===== src/rtl/fpu_add_sched_if.sv =====
// Request/response bundle shared by the requesters, the result consumer and the FP add scheduler.
// Operand and op buses pack requester i at [64i+:64] and [3i+:3] ({tbl,rnd,m}).
interface fpu_add_sched_if #(
   parameter int NREQ = 4,
   parameter int IDW  = 2
);
   logic [NREQ-1:0]    req_valid;
   logic [NREQ-1:0]    req_ready;
   logic [64*NREQ-1:0] req_a;
   logic [64*NREQ-1:0] req_b;
   logic [3*NREQ-1:0]  req_op;
   logic               rsp_valid;
   logic               rsp_ready;
   logic [63:0]        rsp_data;
   logic [IDW-1:0]     rsp_id;

   modport master (
      output req_valid, req_a, req_b, req_op, rsp_ready,
      input  req_ready, rsp_valid, rsp_data, rsp_id
   );

   modport slave (
      input  req_valid, req_a, req_b, req_op, rsp_ready,
      output req_ready, rsp_valid, rsp_data, rsp_id
   );
endinterface


===== src/rtl/fpu_add_sched.sv =====
// Round-robin issue scheduler and tagged, credit-limited result collector for the shared FP add/table unit.
// Defining FPU_SCHED_FLUSH_EN adds a flush input that discards every in-flight op and queued result.

module fpu_add_sched_chk #(
   parameter int NREQ  = 4,
   parameter int DEPTH = 4,
   parameter int CW    = 3
) (
   input logic            clk,
   input logic            rst,
   input logic            push,
   input logic [CW-1:0]   cnt,
   input logic [NREQ-1:0] ready
);
   no_push_when_full: assert property (@(posedge clk) disable iff (rst) !(push && (cnt == CW'(DEPTH))));
   grant_onehot: assert property (@(posedge clk) disable iff (rst) $onehot0(ready));
endmodule

module fpu_add_sched #(
   parameter int NREQ  = 4,
   parameter int LAT   = 2,
   parameter int DEPTH = 4,
   parameter int IDW   = 2
) (
   input  logic           clk,
   input  logic           rst,
`ifdef FPU_SCHED_FLUSH_EN
   input  logic           flush,
`endif
   fpu_add_sched_if.slave bus,
   output logic [63:0]    fpu_a,
   output logic [63:0]    fpu_b,
   output logic           fpu_rnd,
   output logic           fpu_pookm,
   output logic           fpu_pookg,
   input  logic [63:0]    fpu_res,
   output logic           busy
);
   localparam int AW = (DEPTH > 1) ? $clog2(DEPTH) : 1;
   localparam int CW = $clog2(DEPTH) + 1;
   localparam int SW = $clog2(LAT + DEPTH + 2) + 1;

   logic [IDW-1:0]  ptr_r;
   logic [63:0]     hold_a_r;
   logic [63:0]     hold_b_r;
   logic            hold_rnd_r;
   logic            hold_m_r;
   logic [LAT-1:0]  pipe_vld_r;
   logic [LAT-1:0]  pipe_tbl_r;
   logic [IDW-1:0]  pipe_id_r [LAT];
   logic [63:0]     mem_data_r [DEPTH];
   logic [IDW-1:0]  mem_id_r [DEPTH];
   logic [AW-1:0]   wr_ptr_r;
   logic [AW-1:0]   rd_ptr_r;
   logic [CW-1:0]   cnt_r;

   logic            flush_s;
   logic            found_s;
   logic [IDW-1:0]  win_s;
   logic [63:0]     win_a_s;
   logic [63:0]     win_b_s;
   logic [2:0]      win_op_s;
   logic [SW-1:0]   inflight_s;
   logic            credit_s;
   logic            grant_s;
   logic            push_s;
   logic            pop_s;
   logic [NREQ-1:0] rdy_s;

   function automatic logic [AW-1:0] ptr_inc(input logic [AW-1:0] p);
      if (p == AW'(DEPTH - 1)) begin
         ptr_inc = '0;
      end else begin
         ptr_inc = p + AW'(1);
      end
   endfunction

`ifdef FPU_SCHED_FLUSH_EN
   assign flush_s = flush;
`else
   assign flush_s = 1'b0;
`endif

   // Round-robin search: first pass from the pointer upward, second pass wraps below it.
   always_comb begin
      found_s = 1'b0;
      win_s   = '0;
      for (int i = 0; i < NREQ; i++) begin
         if (!found_s && bus.req_valid[i] && (IDW'(i) >= ptr_r)) begin
            found_s = 1'b1;
            win_s   = IDW'(i);
         end else begin
            found_s = found_s;
         end
      end
      for (int i = 0; i < NREQ; i++) begin
         if (!found_s && bus.req_valid[i] && (IDW'(i) < ptr_r)) begin
            found_s = 1'b1;
            win_s   = IDW'(i);
         end else begin
            found_s = found_s;
         end
      end
   end

   // Operand/op mux for the current winner.
   always_comb begin
      win_a_s  = '0;
      win_b_s  = '0;
      win_op_s = '0;
      for (int i = 0; i < NREQ; i++) begin
         if (IDW'(i) == win_s) begin
            win_a_s  = bus.req_a[64*i +: 64];
            win_b_s  = bus.req_b[64*i +: 64];
            win_op_s = bus.req_op[3*i +: 3];
         end else begin
            win_op_s = win_op_s;
         end
      end
   end

   // Number of ops currently travelling through the unit.
   always_comb begin
      inflight_s = '0;
      for (int i = 0; i < LAT; i++) begin
         inflight_s = inflight_s + SW'(pipe_vld_r[i]);
      end
   end

   assign push_s   = pipe_vld_r[LAT-1];
   assign pop_s    = (cnt_r != '0) && bus.rsp_ready;
   // A same-cycle pop frees a FIFO slot, so it widens the credit window by one.
   assign credit_s = (inflight_s + SW'(cnt_r) + SW'(1)) <= (SW'(DEPTH) + SW'(pop_s));
   assign grant_s  = found_s && credit_s && !flush_s && !rst;

   // One-hot ready for the winner only.
   always_comb begin
      rdy_s = '0;
      for (int i = 0; i < NREQ; i++) begin
         rdy_s[i] = grant_s && (IDW'(i) == win_s);
      end
   end

   assign bus.req_ready = rdy_s;

   // Unit pins follow the winner on a grant and otherwise hold the last issued values.
   assign fpu_a     = grant_s ? win_a_s     : hold_a_r;
   assign fpu_b     = grant_s ? win_b_s     : hold_b_r;
   assign fpu_rnd   = grant_s ? win_op_s[1] : hold_rnd_r;
   assign fpu_pookm = grant_s ? win_op_s[0] : hold_m_r;
   assign fpu_pookg = pipe_tbl_r[LAT-1];

   // Round-robin pointer and operand hold registers advance only on a grant.
   always_ff @(posedge clk or posedge rst) begin
      if (rst) begin
         ptr_r      <= '0;
         hold_a_r   <= '0;
         hold_b_r   <= '0;
         hold_rnd_r <= 1'b0;
         hold_m_r   <= 1'b0;
      end else if (grant_s) begin
         ptr_r      <= (win_s == IDW'(NREQ - 1)) ? {IDW{1'b0}} : win_s + IDW'(1);
         hold_a_r   <= win_a_s;
         hold_b_r   <= win_b_s;
         hold_rnd_r <= win_op_s[1];
         hold_m_r   <= win_op_s[0];
      end
   end

   // Shadow pipeline tracking {valid,id,tbl} of each op inside the unit.
   always_ff @(posedge clk or posedge rst) begin
      if (rst) begin
         pipe_vld_r <= '0;
         pipe_tbl_r <= '0;
         for (int i = 0; i < LAT; i++) begin
            pipe_id_r[i] <= '0;
         end
      end else if (flush_s) begin
         pipe_vld_r <= '0;
         pipe_tbl_r <= '0;
      end else begin
         pipe_vld_r[0] <= grant_s;
         pipe_tbl_r[0] <= grant_s && win_op_s[2];
         pipe_id_r[0]  <= win_s;
         for (int i = 1; i < LAT; i++) begin
            pipe_vld_r[i] <= pipe_vld_r[i-1];
            pipe_tbl_r[i] <= pipe_tbl_r[i-1];
            pipe_id_r[i]  <= pipe_id_r[i-1];
         end
      end
   end

   // Result FIFO pointers and occupancy.
   always_ff @(posedge clk or posedge rst) begin
      if (rst) begin
         wr_ptr_r <= '0;
         rd_ptr_r <= '0;
         cnt_r    <= '0;
      end else if (flush_s) begin
         wr_ptr_r <= '0;
         rd_ptr_r <= '0;
         cnt_r    <= '0;
      end else begin
         if (push_s) begin
            wr_ptr_r <= ptr_inc(wr_ptr_r);
         end
         if (pop_s) begin
            rd_ptr_r <= ptr_inc(rd_ptr_r);
         end
         case ({push_s, pop_s})
            2'b10:   cnt_r <= cnt_r + CW'(1);
            2'b01:   cnt_r <= cnt_r - CW'(1);
            default: cnt_r <= cnt_r;
         endcase
      end
   end

   // FIFO storage; payload is qualified by the count, so it needs no reset.
   always_ff @(posedge clk) begin
      if (push_s) begin
         mem_data_r[wr_ptr_r] <= fpu_res;
         mem_id_r[wr_ptr_r]   <= pipe_id_r[LAT-1];
      end
   end

   assign bus.rsp_valid = (cnt_r != '0);
   assign bus.rsp_data  = mem_data_r[rd_ptr_r];
   assign bus.rsp_id    = mem_id_r[rd_ptr_r];
   assign busy          = (|pipe_vld_r) || (cnt_r != '0);

   fpu_add_sched_chk #(.NREQ(NREQ), .DEPTH(DEPTH), .CW(CW)) u_chk (
      .clk   (clk),
      .rst   (rst),
      .push  (push_s),
      .cnt   (cnt_r),
      .ready (rdy_s)
   );
endmodule

===== src/flat_wrapper.sv =====
// flat-port wrapper written by rule: the top's interface ports become plain ports
module fpu_add_sched_flat 
#(
   parameter int NREQ  = 4,
   parameter int LAT   = 2,
   parameter int DEPTH = 4,
   parameter int IDW   = 2
)
  (clk, rst, fpu_a, fpu_b, fpu_rnd, fpu_pookm, fpu_pookg, fpu_res, busy, bus_req_valid, bus_req_a, bus_req_b, bus_req_op, bus_rsp_ready, bus_req_ready, bus_rsp_valid, bus_rsp_data, bus_rsp_id);
  fpu_add_sched_if #(.NREQ(NREQ), .IDW(IDW)) bus_i ();
  input  logic clk;
  input  logic rst;
  output logic [63:0] fpu_a;
  output logic [63:0] fpu_b;
  output logic fpu_rnd;
  output logic fpu_pookm;
  output logic fpu_pookg;
  input  logic [63:0] fpu_res;
  output logic busy;
  input wire logic [$bits(bus_i.req_valid)-1:0] bus_req_valid;
  input wire logic [$bits(bus_i.req_a)-1:0] bus_req_a;
  input wire logic [$bits(bus_i.req_b)-1:0] bus_req_b;
  input wire logic [$bits(bus_i.req_op)-1:0] bus_req_op;
  input wire logic [$bits(bus_i.rsp_ready)-1:0] bus_rsp_ready;
  output wire logic [$bits(bus_i.req_ready)-1:0] bus_req_ready;
  output wire logic [$bits(bus_i.rsp_valid)-1:0] bus_rsp_valid;
  output wire logic [$bits(bus_i.rsp_data)-1:0] bus_rsp_data;
  output wire logic [$bits(bus_i.rsp_id)-1:0] bus_rsp_id;
  assign bus_i.req_valid = bus_req_valid;
  assign bus_i.req_a = bus_req_a;
  assign bus_i.req_b = bus_req_b;
  assign bus_i.req_op = bus_req_op;
  assign bus_i.rsp_ready = bus_rsp_ready;
  assign bus_req_ready = bus_i.req_ready;
  assign bus_rsp_valid = bus_i.rsp_valid;
  assign bus_rsp_data = bus_i.rsp_data;
  assign bus_rsp_id = bus_i.rsp_id;
  fpu_add_sched #(.NREQ(NREQ), .LAT(LAT), .DEPTH(DEPTH), .IDW(IDW)) u_core (.clk(clk), .rst(rst), .bus(bus_i), .fpu_a(fpu_a), .fpu_b(fpu_b), .fpu_rnd(fpu_rnd), .fpu_pookm(fpu_pookm), .fpu_pookg(fpu_pookg), .fpu_res(fpu_res), .busy(busy));
endmodule

===== config.mk =====
export PLATFORM = sky130hd
export DESIGN_NAME = fpu_add_sched_flat
export DESIGN_NICKNAME = d
export VERILOG_FILES = /design/src/rtl/fpu_add_sched_if.sv /design/src/rtl/fpu_add_sched.sv /design/src/flat_wrapper.sv
export SDC_FILE = /design/constraint.sdc
export NUM_CORES = 1
export LEC_CHECK = 0
export ABC_AREA = 1
export CORE_AREA = 2 2 310 312
export CTS_CLUSTER_SIZE = 40
export DETAILED_ROUTE_END_ITERATION = 8
export DIE_AREA = 0 0 312 314
export DONT_BUFFER_PORTS = 1
export SYNTH_ARGS = -nofsm -noshare
export SYNTH_HDL_FRONTEND = slang
export SYNTH_SLANG_ARGS = --single-unit

===== constraint.sdc =====
create_clock -name clk -period 10.46 [get_ports clk]
set_input_delay 1.569 -clock clk [delete_from_list [all_inputs] [get_ports clk]]
set_output_delay 1.569 -clock clk [all_outputs]
set_load 0.01 [all_outputs]

==> flow_summary.toml, run 1 <==
[place]
place_congestion = 0.989
dp.cells = 3309
dp_hpwl_um = 70000
numPortBuffers = 0

[critical_path]
regToRegEndpoint = "u_core.hold_b_r[9]"
crit_type = "in2out"
critPathArrivalTime_ns = 5.17
end_kind = "output pin"
reg2reg_setup_slack_ns = 6.00
crit_fanout = 74
critPathBufInv = 2
cpMostUsedCell = "nand2_1"
cp_slowest_stage_delay_ns = 0.77
start_kind = "primary input"
r2r_start = "u_core.pipe_vld_r[1]"
rr_worst_depth = 13
cpMaxStageDelayCell = "nor2_4"
crit_required_ns = 8.89
crit_chain = "nand2_1, nand2_1, nor2_4, nand4_1, nand2_1, inv_1, ha_4, nor2_4, buf_12, nand2_1, nand2_1, o211ai_1, nand2_1, nand3_1, nand2_1"
crit_family = "simple AND/OR/NAND/NOR gates"

[sta]
final.setup.tns_ns = 0
min_period_ns = 6.74
setup_viol = 0
drv_slew = 0
rsz0062_at_grt = "false"
finalCritPeriodShare_pct = 64.5
worstMarginPinSlew_ns = 1.10
final-hold-violation-count = 0
slew_headroom_pct = 26.9
skew_ns = 0.0214
timing.fmax_ghz = 0.148

[clock_network]
hold_buffers = 0
cts.htree.levels = 2
clock_latency_ns = 0.61
cts-root-buf = "clkbuf_16"
cts_inserted_buffers = 48
clock_path_buffers = 3
cts.repair.resized = 0
cts_tree = "yes"
clk_pin_slew_ns = 0.05
post-cts-setup-buffers = 0
cts_sinks = 411

[layout]
drive_above_1_share_pct = 5.39
fin_nets = 2706
final_cells = 3438
n_fill_cell = 10300
syn_to_final_growth_pct = 14.7
final_common_cell = "nand2_1"
layout_common_cells = "nand2_1, edfxtp_1, dfrtp_1"

[outcome]
status = "finished clean"

[die]
fp-row-count = 113
dieWidth_um = 312
dieHeight_um = 314
initial_core_util_pct = 21.0
core-area_um2 = 94400
die_area_um2 = 98000
io_pins = 798

[routing]
final_antenna_net_count = 0
via_per_inst = 4.86
remaining_drc_errors = 0
wl_um = 96600
detailroute.via_count = 16700
drtIter0Drc = 1483
drt-pass1-iter-count = 6
avgRoutedWirePerCell_um = 28.1

[min_path]
min_path_cells = 0
hp-class = "reg2reg"
hold_path_startpoint = "u_core.pipe_tbl_r[0]"
hold_end = "u_core.pipe_tbl_r[1]"

[global_route]
grt_pass1_vias = 15800
grt_pass1_wl_um = 130000
antenna_found_initial = 51
gr-total-overflow = 0
grt_max_degree = 120
grt.total_usage_pct = 18.7

[synthesis]
netlist_area_um2 = 19800
ys_seq_area_share_pct = 58.6
synth_area_per_cell_um2 = 9.01
syn_nets = 2809
yosysWarnings = 0
synth_seq_cells = 411
synthDistinctLibCells = 26
netlist_instances = 2197

[flow_run]
max-cap-violations = 0

[pwr]
p_per_area_nw_per_um2 = 369
ir_drop_v = 0.000226
p_leak_nw = 9.04
-- how the worst max path moves through the flow --
stage	from	end	slack, ns	cells after the start
finish	bus_req_valid[1]	fpu_b[7]	3.72	15
global route	bus_req_valid[0]	fpu_a[0]	3.42	15
CTS	bus_req_valid[2]	fpu_a[0]	3.70	15
floorplan	rst	u_core.cnt_r[0]	4.94	1
global placement	bus_req_valid[0]	fpu_a[0]	3.72	15
detailed placement	bus_req_valid[2]	fpu_a[0]	3.71	15
-- power breakdown --
part	total [mW]	switching (mW)	internal (mW)
combinational	4.26	3.37	0.894
sequential	2.34	0.150	2.20
clock	1.78	0.697	1.08
total	8.39	4.22	4.17
-- cell usage after synthesis --
library cell | n | area [um2]
buf_2 | 47 | 235
ha_1 | 15 | 188
a22oi_1 | 1 | 7.51
buf_4 | 12 | 90.1
nand4_4 | 1 | 21.3
clkbuf_1 | 110 | 413
inv_1 | 29 | 109
o21ai_0 | 142 | 711
nand4_1 | 3 | 18.8
nor2_1 | 141 | 529
clkinv_1 | 2 | 7.51
edfxtp_1 | 264 | 7930
nand2_1 | 807 | 3030
nand3_1 | 133 | 666
o211ai_1 | 130 | 976
a21oi_1 | 132 | 661
o22ai_1 | 66 | 413
fa_1 | 2 | 40.0
nor2_2 | 2 | 12.5
xnor2_1 | 2 | 17.5
dfrtp_1 | 147 | 3680
nor2_4 | 1 | 11.3
nand2_2 | 1 | 6.26
buf_1 | 5 | 18.8
nand3b_1 | 1 | 7.51
xor2_1 | 1 | 8.76
-- logic make-up (layout without fill, tap and decap cells) --
family | after synthesis | count (layout) | share of synthesized area, %
AO/OA/AOI/OAI | 471 | 471 | 14.0
XOR/XNOR | 3 | 3 | 0.133
adder cells (fa/ha/maj) | 17 | 17 | 1.15
buffers and inverters | 205 | 142 | 4.41
flip-flops | 411 | 411 | 58.6
other | 0 | 39 | 0
AND/OR/NAND/NOR | 1090 | 1090 | 21.7
-- metrics by stage --
step	hold slack [ns]	utilization [%]	setup slack (ns)	cell area (um2)	power [mW]
finish	0.346	24.0	3.72	22700	8.39
global route	0.358	24.0	3.42	22700	8.88
CTS	0.349	23.9	3.70	22600	8.47
detailed placement	0.336	22.1	3.71	20900	6.66
global placement	0.337	22.1	3.72	20900	6.62
floorplan	0.331	-	4.94	19800	5.05
-- routing by layer --
metal	track usage [%]	share of wire (%)
met1	19.7	34
met2	30.5	47
met3	8.90	12
met4	11.3	6.4
met5	0	0.30
-- final cells by class --
cell class,count,area (um2),share of cell area (%)
timing repair buffer,21,195,0.860
multi-input combinational,1581,7380,32.5
clock buffer,76,1460,6.42
clock inverter,14,238,1.05
inverter,31,138,0.606
sequential,411,11600,51.1
antenna,39,97.6,0.430
tap,1265,1580,6.97
-- flip-flops by register name, indices dropped and copies added, names as in the netlist --
signal             flops
u_core.ptr_r           2
u_core.hold_a_r       64
u_core.hold_b_r       64
u_core.hold_rnd_r      1
u_core.pipe_vld_r      2
u_core.hold_m_r        1
u_core.mem_data_r    256
u_core.mem_id_r        8
u_core.wr_ptr_r        2
u_core.pipe_id_r       4
u_core.pipe_tbl_r      2
u_core.rd_ptr_r        2
u_core.cnt_r           3
(Power assumes the default switching activity.)
==> run 2, diff against run 1 <==
CORE_AREA = 2 2 309 311   (was 2 2 310 312)
DIE_AREA = 0 0 311 313   (was 0 0 312 314)
clock period = 5.4 ns   (was 10.46 ns; I/O delays follow)
==> run 2 against run 1 <==
Via count down 0.16%; sequential share of layout area about the same; combinational power up 96%; clock skew down 0.00094 ns; worst setup slack worse by 3.2 ns; flip-flop and latch count unchanged; critical path depth down 3; critical path type is now reg2out; first-iteration DRC count up 8.0%; power up 93%; largest cell class unchanged.
==> flow_summary.toml, run 2 (synthesized netlist as in run 1, its figures left out) <==
[outcome]
status = "finished clean"

[pwr]
ir_drop_v = 0.000546
p_per_area_nw_per_um2 = 713
p_leak_nw = 9.07

[critical_path]
crit_chain = "inv_1, ha_1, inv_1, ha_1, fa_1, o21ai_0, nand2_1, nand2_1, nor2_4, buf_12, nand3_1, nand2_1"
cpMostUsedCell = "nand2_1"
crit_fanout = 132
cpMaxStageDelayCell = "buf_12"
cp_slowest_stage_delay_ns = 0.53
r2r_start = "u_core.pipe_vld_r[1]"
end_kind = "output pin"
crit_required_ns = 4.59
start_kind = "register"
crit_family = "simple AND/OR/NAND/NOR gates"
regToRegEndpoint = "u_core.hold_a_r[1]"
critPathArrivalTime_ns = 4.03
crit_type = "reg2out"
rr_worst_depth = 12
critPathBufInv = 3
reg2reg_setup_slack_ns = 1.85

[clock_network]
cts_tree = "yes"
clock_latency_ns = 0.61
hold_buffers = 0
post-cts-setup-buffers = 0
cts_sinks = 411
cts.htree.levels = 2
cts_inserted_buffers = 47
cts.repair.resized = 0
clk_pin_slew_ns = 0.06
clock_path_buffers = 3
cts-root-buf = "clkbuf_16"

[global_route]
grt_pass1_vias = 16100
antenna_found_initial = 50
grt_util_met3_pct = 8.72
grt_use_met1_pct = 21.4
grt_pass1_wl_um = 132000
grt.busiest_layer = "met2"
grt.total_usage_pct = 19.4
use_met2_pct = 30.6
grt_max_degree = 133
gr-total-overflow = 0

[routing]
detailroute.via_count = 16700
drt-pass1-iter-count = 7
drtIter0Drc = 1601
via_per_inst = 4.86
remaining_drc_errors = 0
wl_um = 99100
final_antenna_net_count = 0
avgRoutedWirePerCell_um = 28.8

[layout]
final_util_pct = 24.1
final_common_cell = "nand2_1"
reg.largest.list = "u_core.mem_data_r x256, u_core.hold_a_r x64, u_core.hold_b_r x64"
drive_above_1_share_pct = 5.65
layout_common_cells = "nand2_1, edfxtp_1, dfrtp_1"
fin_area_um2 = 22700
largest-register = "u_core.mem_data_r"
largest_reg_flops = 256
n_fill_cell = 10200
syn_to_final_growth_pct = 14.7
fin_nets = 2714

[sta]
min_period_ns = 4.84
timing.fmax_ghz = 0.207
postLayoutSetupSlackWorst_ns = 0.561
finalCritPeriodShare_pct = 89.6
slew_headroom_pct = 34.2
final.setup.tns_ns = 0
final-hold-violation-count = 0
rsz0062_at_grt = "false"
setup_viol = 0
drv_slew = 0
worstMarginPinSlew_ns = 0.986
skew_ns = 0.0204

[die]
fp-row-count = 113
core-area_um2 = 94200
io_pins = 798
dieHeight_um = 313
initial_core_util_pct = 21.0
die_area_um2 = 97300
dieWidth_um = 311

[place]
placed_area_um2 = 21000
numPortBuffers = 0
preCtsSetupSlack_ns = 1.08
place_congestion = 1.02
dp_hpwl_um = 72300

[flow_run]
max-cap-violations = 0

[min_path]
hp-class = "in2async"
[run 2: how the worst max path moves through the flow]
stage                                     from              end  slack [ns]  cells past startpoint
after global placement        bus_req_valid[2]         fpu_a[4]        1.12                     12
after detailed placement      bus_req_valid[2]         fpu_a[4]        1.08                     12
after floorplan                            rst  u_core.cnt_r[0]        0.64                      1
final                     u_core.pipe_vld_r[1]         fpu_b[1]        0.56                     12
after global routing      u_core.pipe_vld_r[1]        fpu_a[28]        0.26                     13
after CTS                 u_core.pipe_vld_r[1]        fpu_a[43]        0.48                     13
[run 2: power by group]
part	switching [mW]	total, mW	internal, mW
Clock	1.34	3.35	2.01
Sequential	0.271	4.52	4.25
Combinational	6.56	8.34	1.78
[run 2: routing by layer]
layer	part of all wire [%]	wire length [um]	vias to the layer above
met1	36	35400	8008
met4	5.7	5670	54
met5	0.34	334	-
met3	12	11400	233
met2	47	46200	994
li1	-	-	7400
[run 2: worst register-to-register path, cell delays in order (launching register included)]
cell     delay [ns]
dfrtp_1        0.49
inv_1          0.10
ha_1           0.28
inv_1          0.04
ha_1           0.20
fa_1           0.50
o21ai_0        0.08
nand2_1        0.07
nand2_1        0.08
nor2_4         0.19
buf_12         0.53
nand3_1        0.41
nand2_1        0.44
[run 2: per-stage QoR]
step	total power, mW	hold WS [ns]	instances
after floorplan	9.78	0.331	2197
after global placement	12.9	0.336	3318
after detailed placement	13.0	0.339	3318
after CTS	16.4	0.217	3405
after global routing	17.2	0.243	3435
final	16.2	0.223	3437
[run 2: area by class of cell]
| class | instances | area [um2] | area share (%) |
|---|---|---|---|
| Inverter | 31 | 136 | 0.600 |
| Timing Repair Buffer | 30 | 313 | 1.38 |
| Multi-Input combinational cell | 1581 | 7380 | 32.5 |
| Tap cell | 1265 | 1580 | 6.97 |
| Clock inverter | 24 | 330 | 1.45 |
| Clock buffer | 63 | 1280 | 5.62 |
| Antenna cell | 32 | 80.1 | 0.353 |
| Sequential cell | 411 | 11600 | 51.1 |
